## src/rtl/buffer_pingpong_ctrl.sv

```systemverilog
// ============================================================================
// buffer_pingpong_ctrl
// ----------------------------------------------------------------------------
// Sequencer for the ping-pong accumulating buffer array at the output of the
// stochastic-computing datapath. It gates upstream bitstreams into windows of
// iLen cycles and clears the accumulating bank before each window. At each
// window boundary it swaps banks and presents the finished bank to a
// downstream reader through a valid/ready handshake.
//
// Optional feature macro: BUF_CTRL_BACKPRESSURE_EN
//   defined   : a WAIT state holds the datapath idle until the reader has
//               consumed the previous bank (iOutReady honoured).
//   undefined : every window end swaps unconditionally. oOutValid is a
//               one-cycle pulse and iOutReady is ignored.
//
// Parameters:
//   CWID      width of iLen (max window 2^CWID-1 cycles)
//   NWID      width of iNumWin and oWinCnt
//
// Ports:
//   clk        clock, rising edge
//   rst        asynchronous active-high reset
//   iStart     start a run (sampled only when idle)
//   iLen       accumulation cycles per window (0 = start ignored)
//   iNumWin    windows per run, 0 = continuous until iStop
//   iStop      end the run after the current window
//   oAccSel    bank select: 0 = bank0 accumulates, bank1 readable
//   oClear     clear the accumulating bank this cycle
//   oAccEn     upstream drives valid bits when 1, zero bits when 0
//   oOutValid  readable bank holds a finished window
//   iOutReady  reader consumes the readable bank when oOutValid=1
//   oBusy      run in progress, until the last result is consumed
//   oDone      one-cycle pulse when a run completes
//   oWinCnt    windows completed in this run (wraps)
// ============================================================================
module buffer_pingpong_ctrl #(
    parameter int CWID = 8,
    parameter int NWID = 8
) (
    input  logic            clk,
    input  logic            rst,
    input  logic            iStart,
    input  logic [CWID-1:0] iLen,
    input  logic [NWID-1:0] iNumWin,
    input  logic            iStop,
    output logic            oAccSel,
    output logic            oClear,
    output logic            oAccEn,
    output logic            oOutValid,
    input  logic            iOutReady,
    output logic            oBusy,
    output logic            oDone,
    output logic [NWID-1:0] oWinCnt
);

    typedef enum logic [2:0] {
        S_IDLE,
        S_CLEAR,
        S_ACC,
        S_WAIT,
        S_DRAIN
    } state_t;

    state_t          r_state;
    logic            r_sel;
    logic            r_clear;
    logic            r_acc_en;
    logic            r_out_valid;
    logic            r_busy;
    logic            r_done;
    logic [NWID-1:0] r_wincnt;
    logic [CWID-1:0] r_cnt;
    logic [CWID-1:0] r_len;
    logic [NWID-1:0] r_numwin;
    logic            r_stop_pend;

    state_t          w_state_nxt;
    logic            w_sel_nxt;
    logic            w_clear_nxt;
    logic            w_acc_en_nxt;
    logic            w_out_valid_nxt;
    logic            w_busy_nxt;
    logic            w_done_nxt;
    logic [NWID-1:0] w_wincnt_nxt;
    logic [CWID-1:0] w_cnt_nxt;
    logic [CWID-1:0] w_len_nxt;
    logic [NWID-1:0] w_numwin_nxt;
    logic            w_stop_nxt;

    logic            w_free;
    logic            w_swap;
    logic            w_finish;
    logic            w_stop_now;
    logic            w_last;
    logic [NWID-1:0] w_wincnt_inc;

`ifdef BUF_CTRL_BACKPRESSURE_EN
    logic            w_hs;

    assign w_hs   = r_out_valid && iOutReady;
    // The readable bank may be overwritten only once the reader is done with it,
    // which includes a handshake happening in this very cycle.
    assign w_free = !r_out_valid || w_hs;
`else
    logic            w_unused_ready;

    assign w_unused_ready = iOutReady;
    assign w_free         = 1'b1;
`endif

    assign w_stop_now   = r_stop_pend || iStop;
    assign w_wincnt_inc = r_wincnt + NWID'(1);
    // A stop raised in the final accumulation cycle still ends this window.
    assign w_last       = ((r_numwin != '0) && (w_wincnt_inc == r_numwin)) || w_stop_now;

    always_comb begin
        w_state_nxt     = r_state;
        w_sel_nxt       = r_sel;
        w_clear_nxt     = 1'b0;
        w_acc_en_nxt    = 1'b0;
        w_busy_nxt      = r_busy;
        w_done_nxt      = 1'b0;
        w_wincnt_nxt    = r_wincnt;
        w_cnt_nxt       = r_cnt;
        w_len_nxt       = r_len;
        w_numwin_nxt    = r_numwin;
        w_stop_nxt      = r_stop_pend;
        w_swap          = 1'b0;
        w_finish        = 1'b0;
`ifdef BUF_CTRL_BACKPRESSURE_EN
        w_out_valid_nxt = r_out_valid && !w_hs;
`else
        w_out_valid_nxt = 1'b0;
`endif

        case (r_state)
            S_IDLE: begin
                if (iStart && (iLen != '0)) begin
                    w_state_nxt  = S_CLEAR;
                    w_clear_nxt  = 1'b1;
                    w_busy_nxt   = 1'b1;
                    w_wincnt_nxt = '0;
                    w_len_nxt    = iLen;
                    w_numwin_nxt = iNumWin;
                    w_stop_nxt   = 1'b0;
                end
            end
            S_CLEAR: begin
                w_stop_nxt   = w_stop_now;
                w_state_nxt  = S_ACC;
                w_acc_en_nxt = 1'b1;
                w_cnt_nxt    = '0;
            end
            S_ACC: begin
                w_stop_nxt = w_stop_now;
                w_cnt_nxt  = r_cnt + CWID'(1);
                if (r_cnt == (r_len - CWID'(1))) begin
                    if (w_free) begin
                        w_swap = 1'b1;
                    end else begin
                        w_state_nxt = S_WAIT;
                    end
                end else begin
                    w_acc_en_nxt = 1'b1;
                end
            end
`ifdef BUF_CTRL_BACKPRESSURE_EN
            S_WAIT: begin
                w_stop_nxt = w_stop_now;
                if (w_free) begin
                    w_swap = 1'b1;
                end
            end
            S_DRAIN: begin
                if (w_hs) begin
                    w_finish = 1'b1;
                end
            end
`else
            S_DRAIN: begin
                w_finish = 1'b1;
            end
`endif
            default: begin
                w_state_nxt = S_IDLE;
            end
        endcase

        // Bank swap: the finished bank becomes readable and accumulation moves
        // to the other bank, or the run drains if this was its last window.
        if (w_swap) begin
            w_sel_nxt       = ~r_sel;
            w_out_valid_nxt = 1'b1;
            w_wincnt_nxt    = w_wincnt_inc;
            if (w_last) begin
                w_state_nxt = S_DRAIN;
            end else begin
                w_state_nxt = S_CLEAR;
                w_clear_nxt = 1'b1;
            end
        end

        if (w_finish) begin
            w_state_nxt     = S_IDLE;
            w_out_valid_nxt = 1'b0;
            w_busy_nxt      = 1'b0;
            w_done_nxt      = 1'b1;
            w_stop_nxt      = 1'b0;
        end
    end

    always_ff @(posedge clk or posedge rst) begin
        if (rst) begin
            r_state     <= S_IDLE;
            r_sel       <= 1'b0;
            r_clear     <= 1'b0;
            r_acc_en    <= 1'b0;
            r_out_valid <= 1'b0;
            r_busy      <= 1'b0;
            r_done      <= 1'b0;
            r_wincnt    <= '0;
            r_cnt       <= '0;
            r_len       <= '0;
            r_numwin    <= '0;
            r_stop_pend <= 1'b0;
        end else begin
            r_state     <= w_state_nxt;
            r_sel       <= w_sel_nxt;
            r_clear     <= w_clear_nxt;
            r_acc_en    <= w_acc_en_nxt;
            r_out_valid <= w_out_valid_nxt;
            r_busy      <= w_busy_nxt;
            r_done      <= w_done_nxt;
            r_wincnt    <= w_wincnt_nxt;
            r_cnt       <= w_cnt_nxt;
            r_len       <= w_len_nxt;
            r_numwin    <= w_numwin_nxt;
            r_stop_pend <= w_stop_nxt;
        end
    end

    assign oAccSel   = r_sel;
    assign oClear    = r_clear;
    assign oAccEn    = r_acc_en;
    assign oOutValid = r_out_valid;
    assign oBusy     = r_busy;
    assign oDone     = r_done;
    assign oWinCnt   = r_wincnt;

endmodule

```

## config.mk

```make
export PLATFORM = sky130hd
export DESIGN_NAME = buffer_pingpong_ctrl
export DESIGN_NICKNAME = d
export VERILOG_FILES = /design/src/rtl/buffer_pingpong_ctrl.sv
export SDC_FILE = /design/constraint.sdc
export NUM_CORES = 1
export LEC_CHECK = 0
export CORE_UTILIZATION = 58
export CTS_CLUSTER_DIAMETER = 40
export DETAILED_ROUTE_END_ITERATION = 16
export HOLD_SLACK_MARGIN = 0.03
export PLACE_DENSITY = 0.85
export SLEW_MARGIN = 10
export SYNTH_ARGS = -nofsm -noshare
export SYNTH_HDL_FRONTEND = slang
export SYNTH_SLANG_ARGS = --single-unit
```

## constraint.sdc

```tcl
create_clock -name clk -period 5.21 [get_ports clk]
set_input_delay 0.7815 -clock clk [delete_from_list [all_inputs] [get_ports clk]]
set_output_delay 0.7815 -clock clk [all_outputs]
set_load 0.005 [all_outputs]
```

Yosys cells after proc, flatten, opt, wreduce, memory -nomap -nowiden
Index checks and enable logic that the tools add are counted.
Widths: inputs -> output; s select.
- muxes and demuxes: 27
- bitwise logic cells: 1
- $add $sub $neg: 3
- reductions and logical operators: 20
- equality and inequality tests: 8
- operator list (kind ; count):
    $mux 8 ; 3
    $add 8x1->8 const B ; 2
    $eq 8x8->1 ; 2
    $mux 1 ; 16
    $pmux 8 s2 ; 1
    $reduce_bool 8->1 ; 2
    $mux 3 ; 4
    $reduce_and 2->1 ; 5
    $reduce_bool 2->1 ; 5
    $pmux 3 s3 ; 1
    $sub 8x1->8 const B ; 1
    $ne 4x4->1 const B ; 1
    $pmux 1 s2 ; 2
    $reduce_or 2->1 ; 2
    $eq 3x1->1 const B ; 1
    $eq 3x2->1 const B ; 1
    $eq 3x3->1 const B ; 1
    $logic_not 3->1 ; 1
    $ne 3x1->1 const B ; 1
    $ne 3x3->1 const B ; 1
    $reduce_bool 3->1 ; 1
    $logic_and 1x1->1 ; 2
    $logic_or 1x1->1 ; 2
    $not 1->1 ; 1
- output and inout bits: 14
- input bits: 21
- word-level logic and storage cells: 71
- flip-flop bits (word level): 42

Logic depth before layout (Yosys ltp)
- depth in word-level cells: 7
- mapped depth: 9
- gate-level depth less buffers: 9

Worst setup path before layout
Ideal clock, no wire load.
- path type: register to register
- from: register r_len[0]
- to: register r_wincnt[2], in the netlist oWinCnt[2]
- buffers on the path: 0
- library setup time: 0.126 ns
- cell stages (with the launch flop): 9
- required time: 5.084 ns
- clock period less this slack: 2.478 ns
- setup slack: 2.732 ns
- arrival time: 2.352 ns
- path through: dfrtp_1 > inv_1 > ha_1 > nor3b_1 > nand3_1 > a2111oi_1 > o211a_2 > a21oi_2 > a221o_1
- cells in the longest elaborated chain, start to end: 6
- elaborated cells between the ends (all ways): 8
- those cells by class: add/sub: 1; eq/ne: 1; mux: 3; reduce/logical: 3
- RTL lines (element ; RTL line ; source):
    start, declared ; 73 ; logic [CWID-1:0] r_len;
    start signal, assigned ; 236 ; r_len <= w_len_nxt;
    $sub 8x1->8 * ; 157 ; if (r_cnt == (r_len - CWID'(1))) begin
    $eq 8x8->1 * ; 157 ;
    $mux 1 * ; 157 ;
    $mux 1 * ; 136 ; case (r_state)
    $reduce_bool 2->1 (no source line) ; -- ;
    $reduce_and 2->1 (no source line) ; -- ;
    end signal, assigned ; 234 ; r_wincnt <= w_wincnt_nxt;
    end, declared ; 71 ; logic [NWID-1:0] r_wincnt;
Mark *: on every way between the ends. The rest lies on a longest branch, timed or not.
A chain may end at the register's enable or synchronous reset.

Worst setup path in the final report
- from: register r_len[0]
- to: register r_wincnt[5], in the netlist oWinCnt[5]
The elaborated chain is that of the path after synthesis.

==> summary.md <==
| Metric | Value |
|---|---|
| Status | `finished, final reports clean` |
| Number of synthesized register bits | `42` |
| Inst Count DP | `329` |
| Setup violators final | `0` |
| Net Count, Synth | `279` |
| # rows | `22` |
| Peak supply drop | `0.000236 V` |
| Clk buf depth | `2` |
| Period Utilization, post-route | `55.7%` |
| Worst-skew pair later-pin latency | `290 ps` |
| Avg Cell Area, Syn | `8.89 sq um` |
| Die Area | `0.00416 sq mm` |
| Most common cell after layout, fill and taps aside | `nand2_1` |
| Crit-path cells | `inv_1 > ha_1 > nor3b_1 > nand3_1 > a2111oi_1 > o211a_2 > a21oi_2 > a221o_1` |
| PortBufs | `33` |
| Drt pass-1 iters | `5` |
| Post-CTS Hold Buffers | `0` |
| Startpoint Class | `flip-flop` |
| First-pass GRT wire length | `8270 um` |
| DRC | `0` |
| Arrival @ worst endpoint | `3080 ps` |
| Setup TNS | `0 ps` |
| MaxCap Viol Count | `0` |
| Post-route ant nets | `0` |
| Hold endpoint | `oAccSel$_DFFE_PP0P_` |
| FMAX | `345 MHz` |
| Final Hold Vio Count | `0` |
| Clock root buffer | `clkbuf_8` |
| Final Net Count | `312` |
| Hold_sp | `oAccSel$_DFFE_PP0P_` |
| Crit-path max FO | `6` |
| Clk pin slew, worst setup/hold paths | `80 ps` |
| Initial core utilization | `61.0%` |
| IO Pins | `35` |
| HP Class | `flip-flop to flip-flop` |
| Hold Path Stages | `1` |
| Share of cells above drive strength 1 | `6.57%` |
| Routability cong. | `0.923` |
| Combinational power share | `38.8%` |
| Clk pwr share | `17.2%` |
| Remaining global-route overflow | `0` |
| Post-synth cell types | `47` |
| Die height | `64.5 um` |
| Total track usage | `26.2%` |
| H-tree depth | `2` |
| Slew at the pin closest to its max-slew limit | `689 ps` |
| Via count | `1995` |
| Async S/R FF share, synth | `100%` |
| Area growth, synth to finish | `20.7%` |
| CP Capture Type | `flip-flop` |
| Final cell count without fillers | `337` |
| Sw power | `0.505 mW` |
| Final worst slack | `2310 ps` |
| Critical path class | `flip-flop to flip-flop` |
| Worst Path Buf+Inv | `1` |
| FF-to-FF Start | `r_len[0]$_DFFE_PP0P_` |
| Detailed Route WL | `4880 um` |
| Reg-to-reg setup timing slack | `2310 ps` |
| Syn Std Cell Area | `0.00227 sq mm` |
| Int Power | `0.750 mW` |
| R2R Path End | `oWinCnt[5]$_DFFE_PP0P_` |
| Number of global-route vias before repair | `1831` |
| Vias per cell | `5.92` |
| CTS tree | `built` |
| Cells after synthesis | `255` |
| Overall power | `1.25 mW` |
| Setup WS pre-CTS | `2470 ps` |
| WP data required | `5390 ps` |
| Tmin final | `2900 ps` |
| Largest net degree at the start of global routing | `43` |
| Drt wl/cell | `14.5 um` |
| Yosys warnings | `0` |
| CP delay by family, top | `compound AO/OA/AOI/OAI gates` |
| R2r worst-path depth | `8` |
| Switch share | `40.3%` |
| CP max stage delay | `670 ps` |
| Die Wd | `64.5 um` |
| DR iter-0 viols | `137` |
| Clock buffer count from CTS | `5` |
| Fin. max-slew vios | `0` |
| Hpwl dp | `3470 um` |
| Slew HR | `53.9%` |
| Post-CTS resize count | `0` |
| Area after DPL | `0.00264 sq mm` |
| Sequential-to-total area share from yosys stat | `46.4%` |
| Post-CTS setup buffers | `0` |
| Total core area | `0.00372 sq mm` |
| Leak | `1.20 nW` |
| Antenna Diode Count | `0` |
| Primary FF master, synth | `dfrtp_1` |
| Setup repair after global routing missed its margin | `false` |
| Pwr/cell area | `459 mW/mm^2` |
| Reg power frac | `44.0%` |
| Post-Route Skew | `4.82 ps` |
| TritonCTS Sinks | `42` |
| Post-route cell area | `0.00274 sq mm` |
| EDFF count, synth | `0` |
| Most frequent cells in the layout | `60 x nand2_1, 42 x dfrtp_1, 33 x clkdlybuf4s50_1` |
| Slowest-stage cell, CP | `a2111oi_1` |
| Initial antenna violation count | `0` |
cell families after synthesis:
group                      after synthesis  share of synthesized area [%]
adders and majority gates                3                           1.66
buffers and inverters                   16                           2.76
AOI/OAI and AO/OA                       50                           16.1
DFF                                     42                           46.4
and+or+nand+nor                        121                           24.1
muxes                                    1                          0.497
xor gates and xnor gates                22                           8.50
stage by stage:
stage | util [%] | hold WS (ps)
final | 73.6 | 477
after global routing | 73.6 | 501
after CTS | 73.6 | 487
after detailed placement | 71.1 | 473
after global placement | 71.1 | 460
after floorplan | - | 465
metal layers:
layer / part of all wire, % / global-route usage [%]
met5: 0 / 0
met4: 2.1 / 9.44
met3: 5.2 / 6.34
met2: 47 / 43.0
met1: 45 / 33.7
area by class of cell:
class | count | area (sq um)
clock buffer | 7 | 86.3
clock inverter | 1 | 5.00
fill | 286 | 981
inverter | 7 | 28.8
multi-input combinational | 197 | 1160
sequential | 42 | 1050
tap | 48 | 60.1
timing repair buffer | 35 | 345
power by group through the flow:
stage	clock network [mW]	registers [mW]	logic, mW
CTS	0.218	0.548	0.487
finish	0.216	0.552	0.487
global route	0.233	0.567	0.544
global placement	0	0.548	0.458
detailed placement	0	0.554	0.476
floorplan	0	0.517	0.370
worst max path at each step:
stage                         startpoint                      to  slack, ps  cells after the start
detailed placement  r_len[0]$_DFFE_PP0P_  oWinCnt[5]$_DFFE_PP0P_       2470                      8
floorplan           r_len[0]$_DFFE_PP0P_  oWinCnt[2]$_DFFE_PP0P_       2730                      8
global placement    r_len[0]$_DFFE_PP0P_  oWinCnt[5]$_DFFE_PP0P_       2510                      8
CTS                 r_len[0]$_DFFE_PP0P_  oWinCnt[5]$_DFFE_PP0P_       2320                      8
finish              r_len[0]$_DFFE_PP0P_  oWinCnt[5]$_DFFE_PP0P_       2310                      8
global route        r_len[0]$_DFFE_PP0P_  oWinCnt[6]$_DFFE_PP0P_       2190                      8
sequential cells by signal, summed over array words and instances, names as in the netlist:
signal and flops:
oWinCnt 8, r_cnt 8, r_len 8, r_numwin 8
r_state 3, oAccEn 1, oAccSel 1, oBusy 1
oClear 1, oDone 1, oOutValid 1, r_stop_pend 1
synth_stat cells (2+ instances only):
cell type / number / area share, %
a211oi_1: 2 / 0.66
a21o_1: 4 / 1.3
a21oi_1: 5 / 1.1
a221o_1: 4 / 1.8
a31oi_1: 2 / 0.55
and2_1: 2 / 0.55
clkbuf_1: 9 / 1.5
dfrtp_1: 42 / 46
ha_1: 3 / 1.7
inv_1: 6 / 0.99
nand2_1: 60 / 9.9
nand3_1: 13 / 2.9
nand4_1: 3 / 0.83
nor2_1: 19 / 3.1
nor3_1: 6 / 1.3
nor3b_1: 2 / 0.66
nor4_1: 7 / 1.9
o211ai_1: 2 / 0.66
o21ai_0: 14 / 3.1
o31ai_1: 2 / 0.66
or3_1: 2 / 0.55
xnor2_1: 14 / 5.4
xor2_1: 8 / 3.1
Note: power is estimated with default switching activity, not from simulation.
